### src/rtl/dut_bus_arbiter.sv
// ---------------------------------------------------------------------------
// dut_bus_arbiter
//
// Round-robin arbiter that shares one signed DATA_WIDTH-bit channel (the
// DUT's in3 input) among BUS_WIDTH requesters. One word per cycle is taken
// from the winning requester over valid/ready, registered, and presented
// with its source index until the downstream side accepts it.
//
// Parameters:
//   DATA_WIDTH  width of each signed data word
//   BUS_WIDTH   number of requesters (>= 1)
//   CNT_WIDTH   width of each grant counter (statistics build only)
//   ID_WIDTH    derived source-index width, at least 1
//
// Ports:
//   clk1        clock, all logic on the rising edge
//   rst         synchronous active-high reset
//   req_valid   per requester: a word is offered
//   req_data    per requester: the offered signed word
//   req_ready   per requester: the offered word is taken this cycle
//   out_valid   out_data/out_id hold a word
//   out_data    granted word
//   out_id      index of the requester that supplied out_data
//   out_ready   downstream takes the word when out_valid & out_ready
//   grant_cnt   per requester saturating grant count (DUT_ARB_STATS_EN only)
//
// Optional feature: define DUT_ARB_STATS_EN to add the grant_cnt port and
// its counters. Without it the arbiter is otherwise identical.
// ---------------------------------------------------------------------------
module dut_bus_arbiter #(
    parameter  int DATA_WIDTH = 4,
    parameter  int BUS_WIDTH  = 2,
    parameter  int CNT_WIDTH  = 8,
    localparam int ID_WIDTH   = (BUS_WIDTH > 1) ? $clog2(BUS_WIDTH) : 1
) (
    input  logic                         clk1,
    input  logic                         rst,
    input  logic                         req_valid [BUS_WIDTH],
    input  logic signed [DATA_WIDTH-1:0] req_data  [BUS_WIDTH],
    output logic                         req_ready [BUS_WIDTH],
    output logic                         out_valid,
    output logic signed [DATA_WIDTH-1:0] out_data,
    output logic        [ID_WIDTH-1:0]   out_id,
    input  logic                         out_ready
`ifdef DUT_ARB_STATS_EN
    ,
    output logic        [CNT_WIDTH-1:0]  grant_cnt [BUS_WIDTH]
`endif
);

    typedef enum logic {
        EMPTY = 1'b0,
        FULL  = 1'b1
    } state_t;

    state_t              state;
    logic [ID_WIDTH-1:0] last;
    logic [ID_WIDTH-1:0] winner;
    logic [ID_WIDTH-1:0] cand;
    logic                winner_found;
    logic                can_load;
    logic                grant;

    // Round-robin search starting just after the previous winner and
    // wrapping; the first requester found with a valid word wins.
    always_comb begin
        winner_found = 1'b0;
        winner       = '0;
        cand         = '0;
        for (int k = 1; k <= BUS_WIDTH; k++) begin
            cand = ID_WIDTH'((int'(last) + k) % BUS_WIDTH);
            if (!winner_found && req_valid[cand]) begin
                winner_found = 1'b1;
                winner       = cand;
            end
        end
    end

    // The output register may load when it is empty or is being drained in
    // this same cycle, which is what sustains one word per cycle. Reset
    // suppresses every grant so no requester sees ready while rst is high.
    always_comb begin
        can_load = (state == EMPTY) || (out_valid && out_ready);
        grant    = winner_found && can_load && !rst;
        for (int i = 0; i < BUS_WIDTH; i++) begin
            req_ready[i] = grant && (winner == ID_WIDTH'(i));
        end
    end

    // Output register FSM. A grant always wins over a plain drain, so a
    // simultaneous drain and grant keeps out_valid high. A drain without a
    // grant only clears out_valid; data and id keep their last values.
    // last resets to the top index so requester 0 has first priority.
    always_ff @(posedge clk1) begin
        if (rst) begin
            state     <= EMPTY;
            out_valid <= 1'b0;
            out_data  <= '0;
            out_id    <= '0;
            last      <= ID_WIDTH'(BUS_WIDTH - 1);
        end else if (grant) begin
            state     <= FULL;
            out_valid <= 1'b1;
            out_data  <= req_data[winner];
            out_id    <= winner;
            last      <= winner;
        end else if (out_valid && out_ready) begin
            state     <= EMPTY;
            out_valid <= 1'b0;
        end
    end

`ifdef DUT_ARB_STATS_EN
    // Per-requester grant counters that stop at all-ones instead of wrapping.
    always_ff @(posedge clk1) begin
        for (int i = 0; i < BUS_WIDTH; i++) begin
            if (rst) begin
                grant_cnt[i] <= '0;
            end else if (req_ready[i] && (grant_cnt[i] != {CNT_WIDTH{1'b1}})) begin
                grant_cnt[i] <= grant_cnt[i] + 1'b1;
            end
        end
    end
`endif

endmodule

### config.mk
export PLATFORM = sky130hd
export DESIGN_NAME = dut_bus_arbiter
export DESIGN_NICKNAME = d
export VERILOG_FILES = /design/src/rtl/dut_bus_arbiter.sv
export SDC_FILE = /design/constraint.sdc
export NUM_CORES = 1
export LEC_CHECK = 0
export CORE_AREA = 2 2 39 41
export CTS_CLUSTER_SIZE = 8
export DETAILED_ROUTE_END_ITERATION = 12
export DIE_AREA = 0 0 41 43
export GPL_ROUTABILITY_DRIVEN = 0
export SLEW_MARGIN = 10
export SYNTH_ARGS = -nofsm -noshare
export SYNTH_HDL_FRONTEND = slang
export SYNTH_SLANG_ARGS = --single-unit
### constraint.sdc
create_clock -name clk1 -period 1.3 [get_ports clk1]
set_input_delay 0.325 -clock clk1 [delete_from_list [all_inputs] [get_ports clk1]]
set_output_delay 0.325 -clock clk1 [all_outputs]
set_load 0.05 [all_outputs]
==> results.tsv <==
metric	value	unit
status	finished, violations left	
violations	negative setup slack	
yosysWarnings	0	
wl_met2	638	µm
synth_area	378	µm²
synth_adder_area_share	0	%
drive_above_1_share	45.5	%
die_w	41	µm
cap_violations	0	
clock_path_buffers	2	
grt_pass1_wl	1.94	mm
grt_max_degree	10	
worstSetupPathDepth	4	
num_rows	14	
overflow	0	
max_freq	0.682	GHz
cts_tree	built	
peakVddDrop	0.438	mV
crit_family	flip-flops	
multiInputGateArea	230	µm²
min_period_over_period	113	%
syn_to_final_growth	114	%
yosys_register_bits	7	
synth_cells	43	
drc	0	
r2r_slack	0.10	ns
wl_met1	499	µm
required	0.98	ns
slew_viol_final	0	
wl_per_cell	13.1	µm
synth_compound_area_share	26.2	%
yosys.area_share.simple	24.8	%
grtUsageTotal	16.7	%
ios	21	
relSlewSlack	77.5	%
clk_latency	0.25	ns
die_h	43	µm
synth_seq_area_share	37.1	%
timing.final.ws_setup	-0.166	ns
hp-class	reg2reg	
period_needed	1.47	ns
drt_pass1_iterations	4	
die_area	0.00176	mm²
root_buffer	clkbuf_4	
worstMarginPinSlew	0.336	ns
worst_ep_arrival_time	1.14	ns
crit_chain	inv_2, o211ai_1, nor2_4, buf_6	
synth_top_family_by_area	compound AO/OA/AOI/OAI gates	
worstReg2RegEnd	last	
wl_met3	56	µm
crit_start	last	
power_density	906	mW/mm²
antennaDiodeCount	0	
cp_slowest_cell	dfxtp_2	
synth_xor_area_share	0	%
vias_per_cell	5.10	
instances_no_fill	93	
dp_hpwl	880	µm
leakage	0.333	nW
start_util	27.3	%
antenna_found_initial	0	
startpoint_type	flop	
dr.first_iter.drc_count	5	
htreeDepth	1	
vias	474	
rsz0062_at_grt	true	
rr_worst_depth	5	
max_stage_delay	0.35	ns
antenna_left	0	
critPathBufInv	2	
criticalPathCategory	reg2out	
path_clk_slew	0.06	ns
core	0.00138	mm²
fin_skew	0.000247	ns
port_buffers	20	
area.sequential	145	µm²
placed_cells	85	
fin_nets	91	
syn_nets	56	
grt_pass1_vias	460	
muxShareOfSynthArea	0	%
ys_types	16	
fin_total_pwr	0.732	mW
nFillCells	135	
cp-end-kind	primary output	
top_layer	met4	
syn-mean-instance-area	8.79	µm²
drt-total-wl	1.22	mm
cts.sinks	7	
setup.worst_path.end	req_ready[0]	
cts_buffers	3	
hold_violations	0	
setup_viol	2	
reg2reg_from	state	
crit_fanout	3	
-- where the power goes --
part / total (mW) / internal, mW / switching, mW
Sequential: 0.248 / 0.231 / 0.0173
Combinational: 0.278 / 0.147 / 0.130
Clock: 0.206 / 0.118 / 0.0882
Total: 0.732 / 0.496 / 0.236
-- stage by stage --
| step | setup TNS, ns | area, µm² | util, % | hold WS (ns) | setup slack [ns] |
|---|---|---|---|---|---|
| after CTS | -0.274 | 798 | 57.7 | 0.522 | -0.183 |
| after detailed placement | -2.36 | 722 | 52.2 | 0.515 | -0.438 |
| after global routing | -0.369 | 808 | 58.4 | 0.549 | -0.224 |
| after floorplan | -0.105 | 400 | - | 0.510 | -0.0839 |
| final | -0.249 | 808 | 58.4 | 0.522 | -0.166 |
| after global placement | -2.25 | 722 | 52.2 | 0.510 | -0.430 |
-- worst min-delay path, delay by kind of cell (launching register included) --
kind	cells	cell delay, ns
flops	1	0.33
compound gates	2	0.15
-- cell usage after synthesis, drive strengths merged --
master	count	share of area [%]
nor2	3	3.0
a31oi	4	6.6
nand4	8	13
a21oi	4	8.3
inv	2	2.0
dfxtp	7	37
and2b	1	2.0
nand2b	2	5.3
nand3	1	1.3
buf	4	9.9
o211ai	1	2.0
a311o	1	2.6
o21ai	5	6.6
-- routing by layer --
metal | global-route usage (%) | up-vias
met5 | 0 | -
met4 | 12.0 | 0
met3 | 3.14 | 2
met2 | 25.0 | 17
met1 | 20.2 | 219
li1 | - | 236
-- how the worst min path moves through the flow --
| stage | from | to | slack [ns] | depth (start not counted) |
|---|---|---|---|---|
| finish | out_data[0] | out_data[0] | 0.52 | 2 |
| global route | out_data[3] | out_data[3] | 0.55 | 2 |
| CTS | out_data[0] | out_data[0] | 0.52 | 2 |
| detailed placement | out_data[0] | out_data[0] | 0.51 | 2 |
| global placement | out_data[2] | out_data[2] | 0.51 | 2 |
| floorplan | req_data[4] | out_data[0] | 0.51 | 2 |
-- layout by cell type, fill, tap and decap left out, drive strengths merged --
| cell | synthesis | routed |
|---|---|---|
| buf | 4 | 22 |
| nand4 | 8 | 8 |
| clkdlybuf4s50 | 0 | 8 |
| dfxtp | 7 | 7 |
| o21ai | 5 | 5 |
| a31oi | 4 | 4 |
| dlygate4sd2 | 0 | 4 |
| a21oi | 4 | 4 |
| clkbuf | 0 | 4 |
| nor2 | 3 | 3 |
| nand2b | 2 | 2 |
| inv | 2 | 2 |
| nand3 | 1 | 1 |
| o211ai | 1 | 1 |
| and2b | 1 | 1 |
| a311o | 1 | 1 |
-- state kept, by name, summed over array words and instances, names as in the netlist --
register	count
out_id	1
out_data	4
state	1
last	1
-- kinds of logic (layout without fill, tap and decap cells) --
kind of cell,count (synthesis),count (layout)
DFF,7,7
and+or+nand+nor,15,15
AOI/OAI and AO/OA,15,15
buffers and inverters,6,40
-- cell type report --
cell class	count	share of cell area (%)
Tap cell	16	2.48
Clock buffer	4	3.25
Inverter	2	0.929
Sequential cell	7	18.0
Timing Repair Buffer	34	46.9
Multi-Input combinational cell	30	28.5
-- timing repair --
item / in CTS / in global routing
gates resized for setup: 11 / 2
hold buffers: 0 / 0
pin swaps: 3 / 2
setup buffers: 3 / 1
endpoints found under the setup margin: 3 / 3
gates cloned: 0 / 0
Power figures use the tool's default switching activity.
